### src/rtl/joystick_beep_if.sv
// Joystick conditioner signal bundle: raw direction lines in, conditioned
// levels, press events and the buzzer enable out.
interface joystick_beep_if;
    logic [3:0] joy_raw;
    logic [3:0] joy_stable;
    logic       dir_pulse;
    logic [1:0] dir_code;
    logic       beep_en;
    logic [7:0] press_count;

    modport master (
        output joy_raw,
        input  joy_stable,
        input  dir_pulse,
        input  dir_code,
        input  beep_en,
        input  press_count
    );

    modport slave (
        input  joy_raw,
        output joy_stable,
        output dir_pulse,
        output dir_code,
        output beep_en,
        output press_count
    );
endinterface

### src/rtl/joystick_beep_ctrl.sv
// Joystick input conditioner: synchronise, debounce and edge-detect four
// direction lines, priority-encode presses and sequence a timed beep window.
module joystick_beep_ctrl #(
    parameter int DEBOUNCE_CYCLES = 500_000,
    parameter int BEEP_CYCLES     = 5_000_000,
    parameter int GAP_CYCLES      = 1_000_000
) (
    input  logic           clk,
    input  logic           rst_n,
    joystick_beep_if.slave joy_if
);

    localparam int DW = $clog2(DEBOUNCE_CYCLES);
    localparam int BW = (BEEP_CYCLES > 1) ? $clog2(BEEP_CYCLES) : 1;
    localparam int GW = (GAP_CYCLES > 1) ? $clog2(GAP_CYCLES) : 1;
    localparam int TW = (BW > GW) ? BW : GW;

    localparam logic [DW-1:0] DEB_LAST  = DW'(DEBOUNCE_CYCLES - 1);
    localparam logic [TW-1:0] BEEP_LOAD = TW'(BEEP_CYCLES - 1);
    localparam logic [TW-1:0] GAP_LOAD  = TW'(GAP_CYCLES - 1);

    typedef enum logic [1:0] {
        ST_IDLE = 2'd0,
        ST_BEEP = 2'd1,
        ST_GAP  = 2'd2
    } state_e;

    logic [3:0]          sync1_q;
    logic [3:0]          sync2_q;
    logic [3:0]          joy_stable_q;
    logic [3:0]          joy_stable_d;
    logic [3:0]          joy_prev_q;
    logic [3:0]          rise_s;
    logic [3:0][DW-1:0]  deb_cnt_q;
    logic [3:0][DW-1:0]  deb_cnt_d;
    logic                ev_valid_q;
    logic                ev_valid_d;
    logic [1:0]          ev_code_q;
    logic [1:0]          ev_code_d;
    logic                dir_pulse_q;
    logic [1:0]          dir_code_q;
    logic [7:0]          press_count_q;
    state_e              state_q;
    logic [TW-1:0]       timer_q;
    logic                pending_q;
    logic                beep_en_q;

    // Highest set bit wins: up > down > left > right.
    function automatic logic [1:0] prio_code(input logic [3:0] r);
        logic [1:0] code;
        if (r[3]) begin
            code = 2'd3;
        end else if (r[2]) begin
            code = 2'd2;
        end else if (r[1]) begin
            code = 2'd1;
        end else begin
            code = 2'd0;
        end
        return code;
    endfunction

    // Two-flop synchroniser per raw line.
    always_ff @(posedge clk or negedge rst_n) begin
        if (!rst_n) begin
            sync1_q <= 4'b0000;
            sync2_q <= 4'b0000;
        end else begin
            sync1_q <= joy_if.joy_raw;
            sync2_q <= sync1_q;
        end
    end

    // Per-line debounce: count consecutive mismatches, flip once the run is long enough.
    always_comb begin
        deb_cnt_d    = deb_cnt_q;
        joy_stable_d = joy_stable_q;
        for (int i = 0; i < 4; i++) begin
            if (sync2_q[i] == joy_stable_q[i]) begin
                deb_cnt_d[i] = '0;
            end else if (deb_cnt_q[i] == DEB_LAST) begin
                deb_cnt_d[i]    = '0;
                joy_stable_d[i] = ~joy_stable_q[i];
            end else begin
                deb_cnt_d[i] = deb_cnt_q[i] + DW'(1);
            end
        end
    end

    assign rise_s = joy_stable_q & ~joy_prev_q;

    // Rising edges only; lower-priority simultaneous presses are dropped.
    always_comb begin
        ev_valid_d = |rise_s;
        ev_code_d  = prio_code(rise_s);
    end

    // Debounce state, edge-detect copy and registered event.
    always_ff @(posedge clk or negedge rst_n) begin
        if (!rst_n) begin
            deb_cnt_q    <= '0;
            joy_stable_q <= 4'b0000;
            joy_prev_q   <= 4'b0000;
            ev_valid_q   <= 1'b0;
            ev_code_q    <= 2'd0;
        end else begin
            deb_cnt_q    <= deb_cnt_d;
            joy_stable_q <= joy_stable_d;
            joy_prev_q   <= joy_stable_q;
            ev_valid_q   <= ev_valid_d;
            ev_code_q    <= ev_code_d;
        end
    end

    // Event outputs update on every press, independent of the beep sequencer.
    always_ff @(posedge clk or negedge rst_n) begin
        if (!rst_n) begin
            dir_pulse_q   <= 1'b0;
            dir_code_q    <= 2'd0;
            press_count_q <= 8'd0;
        end else begin
            dir_pulse_q <= ev_valid_q;
            if (ev_valid_q) begin
                dir_code_q    <= ev_code_q;
                press_count_q <= press_count_q + 8'd1;
            end else begin
                dir_code_q    <= dir_code_q;
                press_count_q <= press_count_q;
            end
        end
    end

    // Beep sequencer; beep_en is registered alongside the state so it tracks BEEP exactly.
    always_ff @(posedge clk or negedge rst_n) begin
        if (!rst_n) begin
            state_q   <= ST_IDLE;
            timer_q   <= '0;
            pending_q <= 1'b0;
            beep_en_q <= 1'b0;
        end else begin
            case (state_q)
                ST_IDLE: begin
                    pending_q <= 1'b0;
                    if (ev_valid_q) begin
                        state_q   <= ST_BEEP;
                        timer_q   <= BEEP_LOAD;
                        beep_en_q <= 1'b1;
                    end else begin
                        beep_en_q <= 1'b0;
                    end
                end
                ST_BEEP: begin
                    if (ev_valid_q) begin
                        timer_q   <= BEEP_LOAD;
                        beep_en_q <= 1'b1;
                    end else if (timer_q == '0) begin
                        state_q   <= ST_GAP;
                        timer_q   <= GAP_LOAD;
                        beep_en_q <= 1'b0;
                    end else begin
                        timer_q   <= timer_q - TW'(1);
                        beep_en_q <= 1'b1;
                    end
                end
                ST_GAP: begin
                    // A press on the final gap cycle still counts as pending.
                    if (timer_q == '0) begin
                        pending_q <= 1'b0;
                        if (pending_q || ev_valid_q) begin
                            state_q   <= ST_BEEP;
                            timer_q   <= BEEP_LOAD;
                            beep_en_q <= 1'b1;
                        end else begin
                            state_q   <= ST_IDLE;
                            beep_en_q <= 1'b0;
                        end
                    end else begin
                        timer_q   <= timer_q - TW'(1);
                        beep_en_q <= 1'b0;
                        pending_q <= pending_q | ev_valid_q;
                    end
                end
                default: begin
                    state_q   <= ST_IDLE;
                    timer_q   <= '0;
                    pending_q <= 1'b0;
                    beep_en_q <= 1'b0;
                end
            endcase
        end
    end

    assign joy_if.joy_stable  = joy_stable_q;
    assign joy_if.dir_pulse   = dir_pulse_q;
    assign joy_if.dir_code    = dir_code_q;
    assign joy_if.beep_en     = beep_en_q;
    assign joy_if.press_count = press_count_q;

endmodule

### src/flat_wrapper.sv
// flat-port wrapper written by rule: the top's interface ports become plain ports
module joystick_beep_ctrl_flat 
#(
    parameter int DEBOUNCE_CYCLES = 500_000,
    parameter int BEEP_CYCLES     = 5_000_000,
    parameter int GAP_CYCLES      = 1_000_000
)
  (clk, rst_n, joy_if_joy_raw, joy_if_joy_stable, joy_if_dir_pulse, joy_if_dir_code, joy_if_beep_en, joy_if_press_count);
  joystick_beep_if joy_if_i ();
  input  logic clk;
  input  logic rst_n;
  input wire logic [$bits(joy_if_i.joy_raw)-1:0] joy_if_joy_raw;
  output wire logic [$bits(joy_if_i.joy_stable)-1:0] joy_if_joy_stable;
  output wire logic [$bits(joy_if_i.dir_pulse)-1:0] joy_if_dir_pulse;
  output wire logic [$bits(joy_if_i.dir_code)-1:0] joy_if_dir_code;
  output wire logic [$bits(joy_if_i.beep_en)-1:0] joy_if_beep_en;
  output wire logic [$bits(joy_if_i.press_count)-1:0] joy_if_press_count;
  assign joy_if_i.joy_raw = joy_if_joy_raw;
  assign joy_if_joy_stable = joy_if_i.joy_stable;
  assign joy_if_dir_pulse = joy_if_i.dir_pulse;
  assign joy_if_dir_code = joy_if_i.dir_code;
  assign joy_if_beep_en = joy_if_i.beep_en;
  assign joy_if_press_count = joy_if_i.press_count;
  joystick_beep_ctrl #(.DEBOUNCE_CYCLES(DEBOUNCE_CYCLES), .BEEP_CYCLES(BEEP_CYCLES), .GAP_CYCLES(GAP_CYCLES)) u_core (.clk(clk), .rst_n(rst_n), .joy_if(joy_if_i));
endmodule
### config.mk
export PLATFORM = sky130hd
export DESIGN_NAME = joystick_beep_ctrl_flat
export DESIGN_NICKNAME = d
export VERILOG_FILES = /design/src/rtl/joystick_beep_if.sv /design/src/rtl/joystick_beep_ctrl.sv /design/src/flat_wrapper.sv
export SDC_FILE = /design/constraint.sdc
export NUM_CORES = 1
export LEC_CHECK = 0
export ABC_AREA = 1
export CORE_MARGIN = 10
export CORE_UTILIZATION = 43
export CTS_CLUSTER_SIZE = 20
export DETAILED_ROUTE_END_ITERATION = 8
export GPL_TIMING_DRIVEN = 0
export HOLD_SLACK_MARGIN = 0.06
export PLACE_DENSITY = 0.61
export SLEW_MARGIN = 30
export SYNTH_ARGS = -nofsm -noshare
export SYNTH_HDL_FRONTEND = slang
export SYNTH_SLANG_ARGS = --single-unit
### constraint.sdc
create_clock -name clk -period 1.93 [get_ports clk]
set_clock_uncertainty 0.2 [all_clocks]
set_input_delay 0.386 -clock clk [delete_from_list [all_inputs] [get_ports clk]]
set_output_delay 0.386 -clock clk [all_outputs]
set_load 0.005 [all_outputs]
==> results.sh, run 1 <==
export IMPL_place_area_um2=7860
export IMPL_cellPowerDensity_nw_per_um2=724
export IMPL_viasPerCell=5.10
export IMPL_synth_cell_types=42
export IMPL_firstDrtPassIters=7
export IMPL_dieHeight_um=151
export IMPL_arrival_ns=1.29
export IMPL_seq_area_um2=3340
export IMPL_clk_latency_ns=0.42
export IMPL_cp_required_ns=1.34
export IMPL_outcome="finished clean"
export IMPL_async_reset_ff_frac=1.00
export IMPL_h_tree_depth=4
export IMPL_tns_ns=0
export IMPL_diodes=0
export IMPL_grt_pass1_vias=5732
export IMPL_setup_viol=0
export IMPL_grt_overflow_total=0
export IMPL_routed_wl_mm=17.0
export IMPL_hp_class="flip-flop to flip-flop"
export IMPL_wl_met3_um=771
export IMPL_vias=6235
export IMPL_root_buffer="clkbuf_16"
export IMPL_grt_max_degree=84
export IMPL_synth_yosys_warnings=0
export IMPL_period_share=0.974
export IMPL_fp_coreArea_um2=16600
export IMPL_max_freq_ghz=0.532
export IMPL_fp_row_count=47
export IMPL_yosysSeqAreaShare=0.453
export IMPL_ys_flop_type="dfrtp_1"
export IMPL_syn_inst=915
export IMPL_maxCapViolations=0
export IMPL_dp_cells=1157
export IMPL_path_cells="clkdlybuf4s50_1"
export IMPL_synth_fp_nets=927
export IMPL_cp_top_family="buffers and inverters"
export IMPL_final_area_um2=9030
export IMPL_layout_cells_non_filler=1222
export IMPL_area_growth_pct=22.9
export IMPL_end_kind="primary output"
export IMPL_post_route_drc_count=0
export IMPL_grt_pass1_wl_mm=28.2
export IMPL_portBuffers=21
export IMPL_max_stage_delay_ns=0.51
export IMPL_start_util=0.441
export IMPL_criticalPathCategory="flip-flop to primary output"
export IMPL_wl_met2_mm=8.04
export IMPL_synth_top_cell_by_area="dfrtp_1"
export IMPL_ir_drop_mv=0.703
export IMPL_synth_top_cell_area_share=0.453
export IMPL_nets=1002
export IMPL_p_total_uw=6540
export IMPL_multi_input_area_um2=3770
export IMPL_synth_area_um2=7340
export IMPL_synth_area_leaders="dfrtp_1 (45%), nand2_1 (8.7%), nor2_1 (6.6%), inv_1 (5.7%), xor2_1 (5.0%)"
export IMPL_synth_edff_count=0
export IMPL_synth_seq_cells=133
export IMPL_numCtsBuffers=17
export IMPL_met1Wirelength_mm=7.99
export IMPL_final_util=0.542
export IMPL_drt_first_iter_violations=414
export IMPL_leakagePower_uw=0.00422
export IMPL_wl_per_cell_um=13.9
export IMPL_clk_pin_slew_ns=0.05
export IMPL_max_clock_path_buffers=2
export IMPL_gp_congestion=0.881
export IMPL_track_usage=0.153
export IMPL_path_buf_inv=1
export IMPL_fin_crit_ns=1.88
export IMPL_top_layer="met4"
export IMPL_io_pins=22
export IMPL_die_w_um=151
export IMPL_antenna_found_initial=0
export IMPL_maxSlewHeadroom=0.663
export IMPL_syn_area_per_cell_um2=8.03
export IMPL_tightestPinTransition_ns=0.504
export IMPL_cp_max_fo=2
export IMPL_cts_sinks=133
export IMPL_cts_tree="built"
export IMPL_nFillCells=1556
export IMPL_cp_start_kind="flip-flop"
export IMPL_drv_slew=0
export IMPL_rsz0062_at_grt="true"
export IMPL_layout_drive_gt1_share=0.190
export IMPL_dp_hpwl_mm=11.7
export IMPL_hold_viol=0
export IMPL_fp_dieArea_um2=22700
export IMPL_antenna_left=0
export IMPL_cpMaxStageDelayCell="clkdlybuf4s50_1"
[path summary, 6_finish.rpt]
| check | startpoint | to | slack (ns) | depth (start not counted) |
|---|---|---|---|---|
| worst min-delay path | u_core.sync1_q[0] | u_core.sync2_q[0] | 0.15 | 0 |
| worst min register to register | u_core.sync1_q[0] | u_core.sync2_q[0] | 0.15 | 0 |
| max in group asynchronous | rst_n | u_core.timer_q[13] | 0.53 | 3 |
| min in group asynchronous | rst_n | u_core.deb_cnt_q[32] | 0.26 | 2 |
| worst max-delay path | u_core.joy_if.dir_code[1] | joy_if_dir_code[1] | 0.05 | 1 |
| worst max register to register | u_core.deb_cnt_q[39] | u_core.deb_cnt_q[52] | 0.07 | 8 |
[kinds of logic (layout without fill, tap and decap cells)]
| group | count (synthesis) | in the layout | share of synthesized area |
|---|---|---|---|
| AOI/OAI and AO/OA | 78 | 78 | 0.0593 |
| xor gates and xnor gates | 49 | 49 | 0.0584 |
| adders and majority gates | 6 | 6 | 0.0102 |
| buffers and inverters | 125 | 212 | 0.0675 |
| DFF | 133 | 133 | 0.453 |
| and+or+nand+nor | 524 | 524 | 0.351 |
[cells in the final DEF, fill, tap and decap left out, types with 3 or more instances in the layout]
master           count
a21oi_1             26
nand2_1            164
nand3_1             56
clkinv_2             3
nand2_4              6
or2_2                8
ha_4                 3
nor2_2              14
nor2_1             119
nor3_2              10
bufinv_16            4
inv_1              110
nand2_2             15
inv_2                8
dfrtp_1            124
buf_4               33
nor2_8               3
xor2_1              41
o22ai_1              4
nor3b_1              3
nor2_4              16
o21ai_0             20
nor3_1              38
nand3b_1             4
xnor2_1              7
clkbuf_16           17
o21ai_1             14
nand3_2              9
nor4_1               3
clkbuf_8             4
clkdlybuf4s50_1     16
nor3_4               3
dfrtp_2              9
nand4_1             48
[routing by layer]
| layer | GRT usage | up-vias |
|---|---|---|
| met5 | 0 | - |
| met4 | 0.0395 | 0 |
| met3 | 0.0432 | 15 |
| met2 | 0.236 | 130 |
| met1 | 0.205 | 2945 |
| li1 | - | 3145 |
[synthesized netlist by cell type, types with 3 or more instances]
master and number:
a21oi_1 27, clkinv_1 3, dfrtp_1 133, ha_1 6, inv_1 112, inv_2 4
nand2_1 170, nand2_2 12, nand2_4 4, nand3_1 59, nand3_2 7, nand3b_1 4
nand4_1 48, nor2_1 130, nor2_2 14, nor2_4 5, nor2_8 3, nor3_1 41
nor3_2 8, nor3b_1 3, nor4_1 3, o21ai_0 22, o21ai_1 14, o22ai_1 4
or2_2 8, xnor2_1 7, xor2_1 42
[state kept, by name (all words and copies together) (netlist names)]
name and cells:
u_core.joy_if.press_count 8, u_core.joy_if.dir_pulse 1, u_core.ev_valid_q 1, u_core.joy_prev_q 4
u_core.deb_cnt_q 76, u_core.pending_q 1, u_core.timer_q 23, u_core.sync2_q 4
u_core.sync1_q 4, u_core.joy_if.beep_en 1, u_core.ev_code_q 2, u_core.joy_if.dir_code 2
u_core.joy_if.joy_stable 4, u_core.state_q 2
[through the flow]
stage / setup slack (ns) / hold WS, ns
final: 0.0501 / 0.146
after CTS: -0.0428 / 0.149
after detailed placement: -0.256 / 0.122
after global routing: -0.0447 / 0.163
after floorplan: 0.121 / -0.110
after global placement: -5.23 / 0.132
[final cells by class]
cell class | instances | share of cell area
Buffer | 6 | 0.00638
Clock buffer | 23 | 0.0541
Clock inverter | 8 | 0.0162
Inverter | 119 | 0.0496
Multi-Input combinational cell | 657 | 0.418
Sequential cell | 133 | 0.370
Tap cell | 220 | 0.0305
Timing Repair Buffer | 56 | 0.0557
[repair_timing]
| item | in CTS | in global routing |
|---|---|---|
| hold endpoints to repair | 50 | 0 |
| hold buffers | 1 | 0 |
| resized for setup | 22 | 60 |
| gates cloned | 0 | 0 |
| setup buffers | 12 | 21 |
| endpoints found under the setup margin | 72 | 85 |
| pin swaps | 3 | 19 |
[worst register-to-register path: stages, from the launching register on]
cell,delay [ns]
dfrtp_1,0.42
ha_4,0.18
nand3_2,0.13
nor2_4,0.16
nand2_2,0.09
nor3_4,0.23
buf_4,0.15
xor2_1,0.13
nor2_1,0.05
[where the power goes]
group / leakage [uW] / total, uW / switching, uW / internal (uW)
Sequential: 0.00182 / 2850 / 30.1 / 2820
Clock: 0.000309 / 3490 / 1200 / 2290
Combinational: 0.00209 / 191 / 123 / 68.2
Total: 0.00422 / 6540 / 1360 / 5180
(Power assumes the default switching activity.)
==> run 2, diff against run 1 <==
--- a/config.mk
+++ b/config.mk
@@ -6,7 +6,7 @@
 export NUM_CORES = 1
 export LEC_CHECK = 0
 export ABC_AREA = 1
-export CORE_MARGIN = 10
+export CORE_MARGIN = 2
 export CORE_UTILIZATION = 43
 export CTS_CLUSTER_SIZE = 20
 export DETAILED_ROUTE_END_ITERATION = 8
==> constraint.sdc (replaced) <==
create_clock -name clk -period 1.93 [get_ports clk]
set_clock_uncertainty 0.2 [all_clocks]
set_input_delay 0.386 -clock clk [delete_from_list [all_inputs] [get_ports clk]]
set_output_delay 0.386 -clock clk [all_outputs]
set_load 0.01 [all_outputs]
==> run 2 against run 1 <==
Non-clock buffer count did not move. Via count increased by 0.11%. Final cell count hardly changed. Clock-buffer cell count fell by 2. Combinational power grew 3%. Wire length fell by 2.6%. Worst hold slack improved by 0.0026 ns. Maximum frequency up 0.88%. Critical path type unchanged. Largest cell class unchanged.
==> results.sh, run 2 (synthesis results as in run 1) <==
export IMPL_ir_drop_mv=0.583
export IMPL_layout_drive_gt1_share=0.188
export IMPL_viasPerCell=5.10
export IMPL_cp_top_family="buffers and inverters"
export IMPL_final_area_um2=8960
export IMPL_wl_per_cell_um=13.5
export IMPL_portBuffers=21
export IMPL_diodes=0
export IMPL_criticalPathCategory="flip-flop to primary output"
export IMPL_hold_start="u_core.sync1_q[0]"
export IMPL_antenna_found_initial=0
export IMPL_maxCapViolations=0
export IMPL_fp_coreArea_um2=16600
export IMPL_r2r_slack_ns=0.08
export IMPL_die_w_um=135
export IMPL_h_tree_depth=4
export IMPL_met3_usage=0.0492
export IMPL_cp_required_ns=1.34
export IMPL_fin_crit_ns=1.86
export IMPL_antenna_left=0
export IMPL_cp_start_kind="flip-flop"
export IMPL_largest_reg_flops=76
export IMPL_dp_hpwl_mm=11.5
export IMPL_clk_latency_ns=0.42
export IMPL_r2r_start="u_core.deb_cnt_q[38]"
export IMPL_holdPathEnd="u_core.sync2_q[0]"
export IMPL_max_stage_delay_ns=0.54
export IMPL_post_route_drc_count=0
export IMPL_io_pins=22
export IMPL_leakagePower_uw=0.00425
export IMPL_cts_sinks=133
export IMPL_drv_slew=0
export IMPL_routed_wl_mm=16.5
export IMPL_root_buffer="clkbuf_16"
export IMPL_gp_congestion=0.869
export IMPL_nets=1002
export IMPL_area_growth_pct=22.0
export IMPL_cp_max_fo=1
export IMPL_cpMaxStageDelayCell="clkdlybuf4s50_1"
export IMPL_maxSlewHeadroom=0.658
export IMPL_setup_viol=0
export IMPL_rr_endpoint="u_core.deb_cnt_q[50]"
export IMPL_end_kind="primary output"
export IMPL_fp_row_count=47
export IMPL_cellPowerDensity_nw_per_um2=686
export IMPL_clk_pin_slew_ns=0.06
export IMPL_arrival_ns=1.28
export IMPL_busiest_layer="met2"
export IMPL_grt_pass1_vias=5860
export IMPL_grt_max_degree=75
export IMPL_hold_viol=0
export IMPL_start_util=0.441
export IMPL_rr_worst_depth=9
export IMPL_grt_pass1_wl_mm=28.0
export IMPL_max_clock_path_buffers=2
export IMPL_hp_class="flip-flop to flip-flop"
export IMPL_mostFrequentLayoutCell="nand2_1"
export IMPL_place_area_um2=7860
export IMPL_path_buf_inv=1
export IMPL_min_path_cells=0
export IMPL_cts_tree="built"
export IMPL_top_register="u_core.deb_cnt_q"
export IMPL_tightestPinTransition_ns=0.513
export IMPL_vias=6242
export IMPL_rsz0062_at_grt="true"
export IMPL_layout_common_cells="nand2_1 (166), nor2_1 (121), dfrtp_1 (121)"
export IMPL_grtUsageMet1=0.270
export IMPL_path_cells="clkdlybuf4s50_1"
export IMPL_grt_overflow_total=0
export IMPL_p_total_uw=6140
export IMPL_max_freq_ghz=0.537
export IMPL_firstDrtPassIters=5
export IMPL_numCtsBuffers=17
export IMPL_dieHeight_um=135
export IMPL_use_met2=0.299
export IMPL_fp_dieArea_um2=18100
export IMPL_drt_first_iter_violations=369
export IMPL_period_share=0.966
export IMPL_outcome="finished clean"
export IMPL_track_usage=0.192
[run 2: cell count changes in the layout (fill, tap and decap cells not counted), sizes merged]
cell | before | now
dlygate4sd2 | 2 | 13
clkdlybuf4s50 | 16 | 6
bufinv | 4 | 1
clkinv | 4 | 6
clkinvlp | 1 | 3
inv | 118 | 120
buf | 39 | 38
clkbuf | 25 | 24
dlymetal6s2s | 2 | 1
[run 2: where the power goes]
group	switching, uW	internal (uW)
combinational	124	72.0
clock	1220	1870
sequential	30.9	2820
total	1380	4770
[run 2: metrics by stage]
stage          setup TNS (ns)   util  hold WS (ns)  cells  worst slack (ns)
6_report                    0  0.538         0.149   1223            0.0665
5_1_grt                -0.172  0.538         0.158   1223           -0.0507
4_1_cts                     0  0.516         0.150   1201           0.00297
3_5_place_dp            -6.35  0.472         0.137   1157            -0.325
3_3_place_gp          -697.80  0.470         0.133   1156             -5.22
2_1_floorplan               0      -        -0.110    915             0.121
[run 2: how the worst max path moves through the flow]
| stage | cells after the start | startpoint | end | slack [ns] |
|---|---|---|---|---|
| 2_1_floorplan | 11 | u_core.timer_q[0] | u_core.timer_q[18] | 0.12 |
| 3_3_place_gp | 1 | rst_n | u_core.deb_cnt_q[50] | -5.22 |
| 3_5_place_dp | 7 | u_core.deb_cnt_q[57] | u_core.deb_cnt_q[74] | -0.32 |
| 4_1_cts | 8 | u_core.timer_q[0] | u_core.timer_q[9] | 0.003 |
| 5_1_grt | 10 | u_core.timer_q[10] | u_core.timer_q[9] | -0.05 |
| 6_report | 1 | u_core.joy_if.beep_en | joy_if_beep_en | 0.07 |
[run 2: repair_timing]
| action | 4_1_cts | 5_1_grt |
|---|---|---|
| pin swaps | 5 | 15 |
| hold buffers | 1 | 0 |
| endpoints found under the hold margin | 59 | 0 |
| gates resized for setup | 39 | 51 |
| buffers inserted | 11 | 22 |
| setup endpoints to repair | 77 | 72 |
[run 2: area by class of cell]
cell class / instances / area, um^2
repair buffers: 56 / 487
clock inverters: 11 / 98.8
inverters: 119 / 449
plain buffers: 6 / 57.6
well taps: 220 / 275
fillers: 1582 / 7680
clock buffers: 21 / 470
multi-input cells: 657 / 3780
flip-flops and latches: 133 / 3340
[run 2: layer usage]
metal	vias to the layer above	wire length (um)
li1	3145	-
met1	2991	8060
met2	90	7830
met3	16	483
met4	0	159
met5	-	0
==> run 3, diff against run 2 <==
--- a/config.mk
+++ b/config.mk
@@ -5,14 +5,15 @@
 export SDC_FILE = /design/constraint.sdc
 export NUM_CORES = 1
 export LEC_CHECK = 0
-export ABC_AREA = 1
+export CELL_PAD_IN_SITES_DETAIL_PLACEMENT = 1
+export CELL_PAD_IN_SITES_GLOBAL_PLACEMENT = 1
 export CORE_MARGIN = 2
 export CORE_UTILIZATION = 43
 export CTS_CLUSTER_SIZE = 20
 export DETAILED_ROUTE_END_ITERATION = 8
 export GPL_TIMING_DRIVEN = 0
 export HOLD_SLACK_MARGIN = 0.06
-export PLACE_DENSITY = 0.61
+export PLACE_DENSITY = 0.75
 export SLEW_MARGIN = 30
 export SYNTH_ARGS = -nofsm -noshare
 export SYNTH_HDL_FRONTEND = slang
==> run 3 against run 2 <==
The flow now finishes with violations (setup timing). Final cell count fell by 22%. Sequential power barely moved. Clock-buffer cell count fell by 2. Design area rose by 1.1%. Total power rose by 6.6%. Critical path depth rose by 7. Die area fell by 12%. Worst setup slack got worse by 0.56 ns. Non-clock buffer count rose by 53. Utilization rose by 8.3 points. Synthesized area fell by 12%. Highest routed layer unchanged. First-iteration DRC count fell by 39%.
==> results.sh, run 3 <==
export IMPL_violations="setup timing"
export IMPL_routed_wl_mm=20.3
export IMPL_synth_seq_cells=133
export IMPL_max_clock_path_buffers=2
export IMPL_cts_tree="built"
export IMPL_clk_latency_ns=0.43
export IMPL_power_switching_uw=1450
export IMPL_syn_inst=644
export IMPL_arrival_ns=2.58
export IMPL_largest_reg_flops=76
export IMPL_drt_first_iter_violations=226
export IMPL_wl_per_cell_um=21.3
export IMPL_synth_area_leaders="dfrtp_1 (52%), xnor2_1 (7.5%), nor2_1 (5.5%), xor2_1 (3.7%), nand2_1 (2.8%)"
export IMPL_post_route_drc_count=0
export IMPL_syn_area_per_cell_um2=10.0
export IMPL_synth_fp_nets=656
export IMPL_synth_commonest_cells="dfrtp_1 (133), nor2_1 (95), xnor2_1 (55)"
export IMPL_die_w_um=126
export IMPL_p_total_uw=6550
export IMPL_fp_coreArea_um2=14600
export IMPL_fp_row_count=44
export IMPL_swShare=0.221
export IMPL_fin_ws_ns=-0.489
export IMPL_hold_start="u_core.sync1_q[3]"
export IMPL_setup_viol=46
export IMPL_outcome="finished, violations left"
export IMPL_ir_drop_mv=0.704
export IMPL_nFillCells=1502
export IMPL_root_buffer="clkbuf_16"
export IMPL_layout_drive_gt1_share=0.347
export IMPL_hold_viol=0
export IMPL_viasPerCell=5.79
export IMPL_top_register="u_core.deb_cnt_q"
export IMPL_diodes=0
export IMPL_ys_flop_type="dfrtp_1"
export IMPL_cellPowerDensity_nw_per_um2=723
export IMPL_io_pins=22
export IMPL_antenna_left=0
export IMPL_portBuffers=21
export IMPL_dieHeight_um=126
export IMPL_firstDrtPassIters=4
export IMPL_synth_most_common_cell="dfrtp_1"
export IMPL_startpoint="u_core.timer_q[20]"
export IMPL_mostFrequentLayoutCell="dfrtp_1"
export IMPL_fin_crit_ns=2.42
export IMPL_async_reset_ff_frac=1.00
export IMPL_vias=5523
export IMPL_grt_max_degree=69
export IMPL_synth_top_cell_area_share=0.516
export IMPL_layout_common_cells="dfrtp_1 (116), nor2_1 (76), buf_4 (61)"
export IMPL_tightestPinTransition_ns=0.597
export IMPL_r2r_start="u_core.timer_q[20]"
export IMPL_place_ws_ns=-0.706
export IMPL_layout_cells_non_filler=954
export IMPL_track_usage=0.240
export IMPL_nets=771
export IMPL_hp_class="flip-flop to flip-flop"
export IMPL_antenna_found_initial=0
export IMPL_numCtsBuffers=17
export IMPL_yosysSeqAreaShare=0.516
export IMPL_p_seq_frac=0.435
export IMPL_leakagePower_uw=0.00391
export IMPL_synth_edff_count=0
export IMPL_synth_area_um2=6450
export IMPL_synth_cell_types=55
export IMPL_grt_pass1_vias=5964
export IMPL_maxCapViolations=0
export IMPL_max_freq_ghz=0.413
export IMPL_dp_hpwl_mm=10.4
export IMPL_cts_sinks=133
export IMPL_grt_pass1_wl_mm=30.6
export IMPL_clkPwrFrac=0.530
export IMPL_tns_ns=-12.60
export IMPL_rsz0062_at_grt="true"
export IMPL_final_area_um2=9060
export IMPL_start_util=0.442
export IMPL_h_tree_depth=4
export IMPL_place_area_um2=7050
export IMPL_gp_congestion=0.829
export IMPL_clk_pin_slew_ns=0.06
export IMPL_cp_start_kind="flip-flop"
export IMPL_grt_overflow_total=0
export IMPL_pwr_share_comb=0.035
export IMPL_cp_required_ns=2.09
export IMPL_cp_max_fo=8
export IMPL_drv_slew=0
export IMPL_maxSlewHeadroom=0.598
export IMPL_internal_power_uw=5100
export IMPL_area_growth_pct=40.4
export IMPL_criticalPathCategory="flip-flop to flip-flop"
export IMPL_dp_cells=850
export IMPL_synth_top_cell_by_area="dfrtp_1"
export IMPL_fp_dieArea_um2=16000
export IMPL_end_kind="flip-flop"
export IMPL_synth_yosys_warnings=0
export IMPL_period_share=1.25
[run 3: changes by cell type in the layout (fill, tap and decap cells not counted), moves of 28 or more]
cell	delta
xnor2_1	+47
buf_4	+28
nor2_1	-45
inv_1	-96
nand4_1	-32
nand2_1	-122
[run 3: logic make-up after synthesis]
group | Yosys count | share of synthesized area
muxes | 7 | 0.0120
adders and majority gates | 6 | 0.0116
and+or+nand+nor | 310 | 0.251
xor gates and xnor gates | 82 | 0.111
buffers and inverters | 35 | 0.0221
AOI/OAI and AO/OA | 71 | 0.0756
DFF | 133 | 0.516
[run 3: routing by layer]
layer  GRT usage  up-vias  wire length (um)
met5           0        -                 0
met4      0.0879        0               728
met3      0.0510       60               695
met2       0.424      124             10900
met1       0.289     2833              8030
li1            -     2506                 -
[run 3: metrics by stage]
stage | hold WS, ns | utilization
floorplan | -0.110 | -
global placement | 0.134 | 0.481
detailed placement | 0.138 | 0.483
CTS | 0.151 | 0.584
global route | 0.158 | 0.621
finish | 0.149 | 0.621
[run 3: worst paths after layout]
kind / end / slack, ns / cells past startpoint
hold reg to reg: u_core.sync2_q[3] / 0.15 / 0
hold / removal: u_core.sync2_q[3] / 0.15 / 0
setup reg to reg: u_core.timer_q[18] / -0.49 / 8
setup / recovery: u_core.timer_q[18] / -0.49 / 8
min in group asynchronous: u_core.timer_q[9] / 0.28 / 2
max in group asynchronous: u_core.deb_cnt_q[59] / 0.53 / 3
[run 3: power by group through the flow]
stage | combinational [uW] | clock (uW) | sequential, uW
finish | 230 | 3470 | 2850
global route | 259 | 3630 | 2850
CTS | 189 | 3500 | 2840
detailed placement | 160 | 0 | 2900
global placement | 146 | 0 | 2890
floorplan | 65.2 | 0 | 2890
[run 3: what timing repair did]
item	CTS	global route
resized for setup	104	98
setup buffers	56	25
pin swaps	37	50
hold buffers	1	0
hold endpoints to repair	65	0
cloned	2	1
endpoints found under the setup margin	119	104
[run 3: final cells by class]
type / count / area, um^2 / share of cell area
flip-flops and latches: 133 / 3350 / 0.370
plain buffers: 12 / 120 / 0.0133
clock buffers: 19 / 443 / 0.0489
multi-input cells: 476 / 3710 / 0.410
repair buffers: 103 / 967 / 0.107
well taps: 184 / 230 / 0.0254
inverters: 16 / 60.1 / 0.00663
clock inverters: 11 / 176 / 0.0195
[run 3: worst max-delay path, stage by stage, from the launching register on]
cell and delay (ns):
dfrtp_1 0.41, or4_4 0.59, buf_6 0.15, nor4b_4 0.23, a21o_4 0.25, buf_8 0.16, buf_12 0.12, a21o_1 0.10
a22o_1 0.13
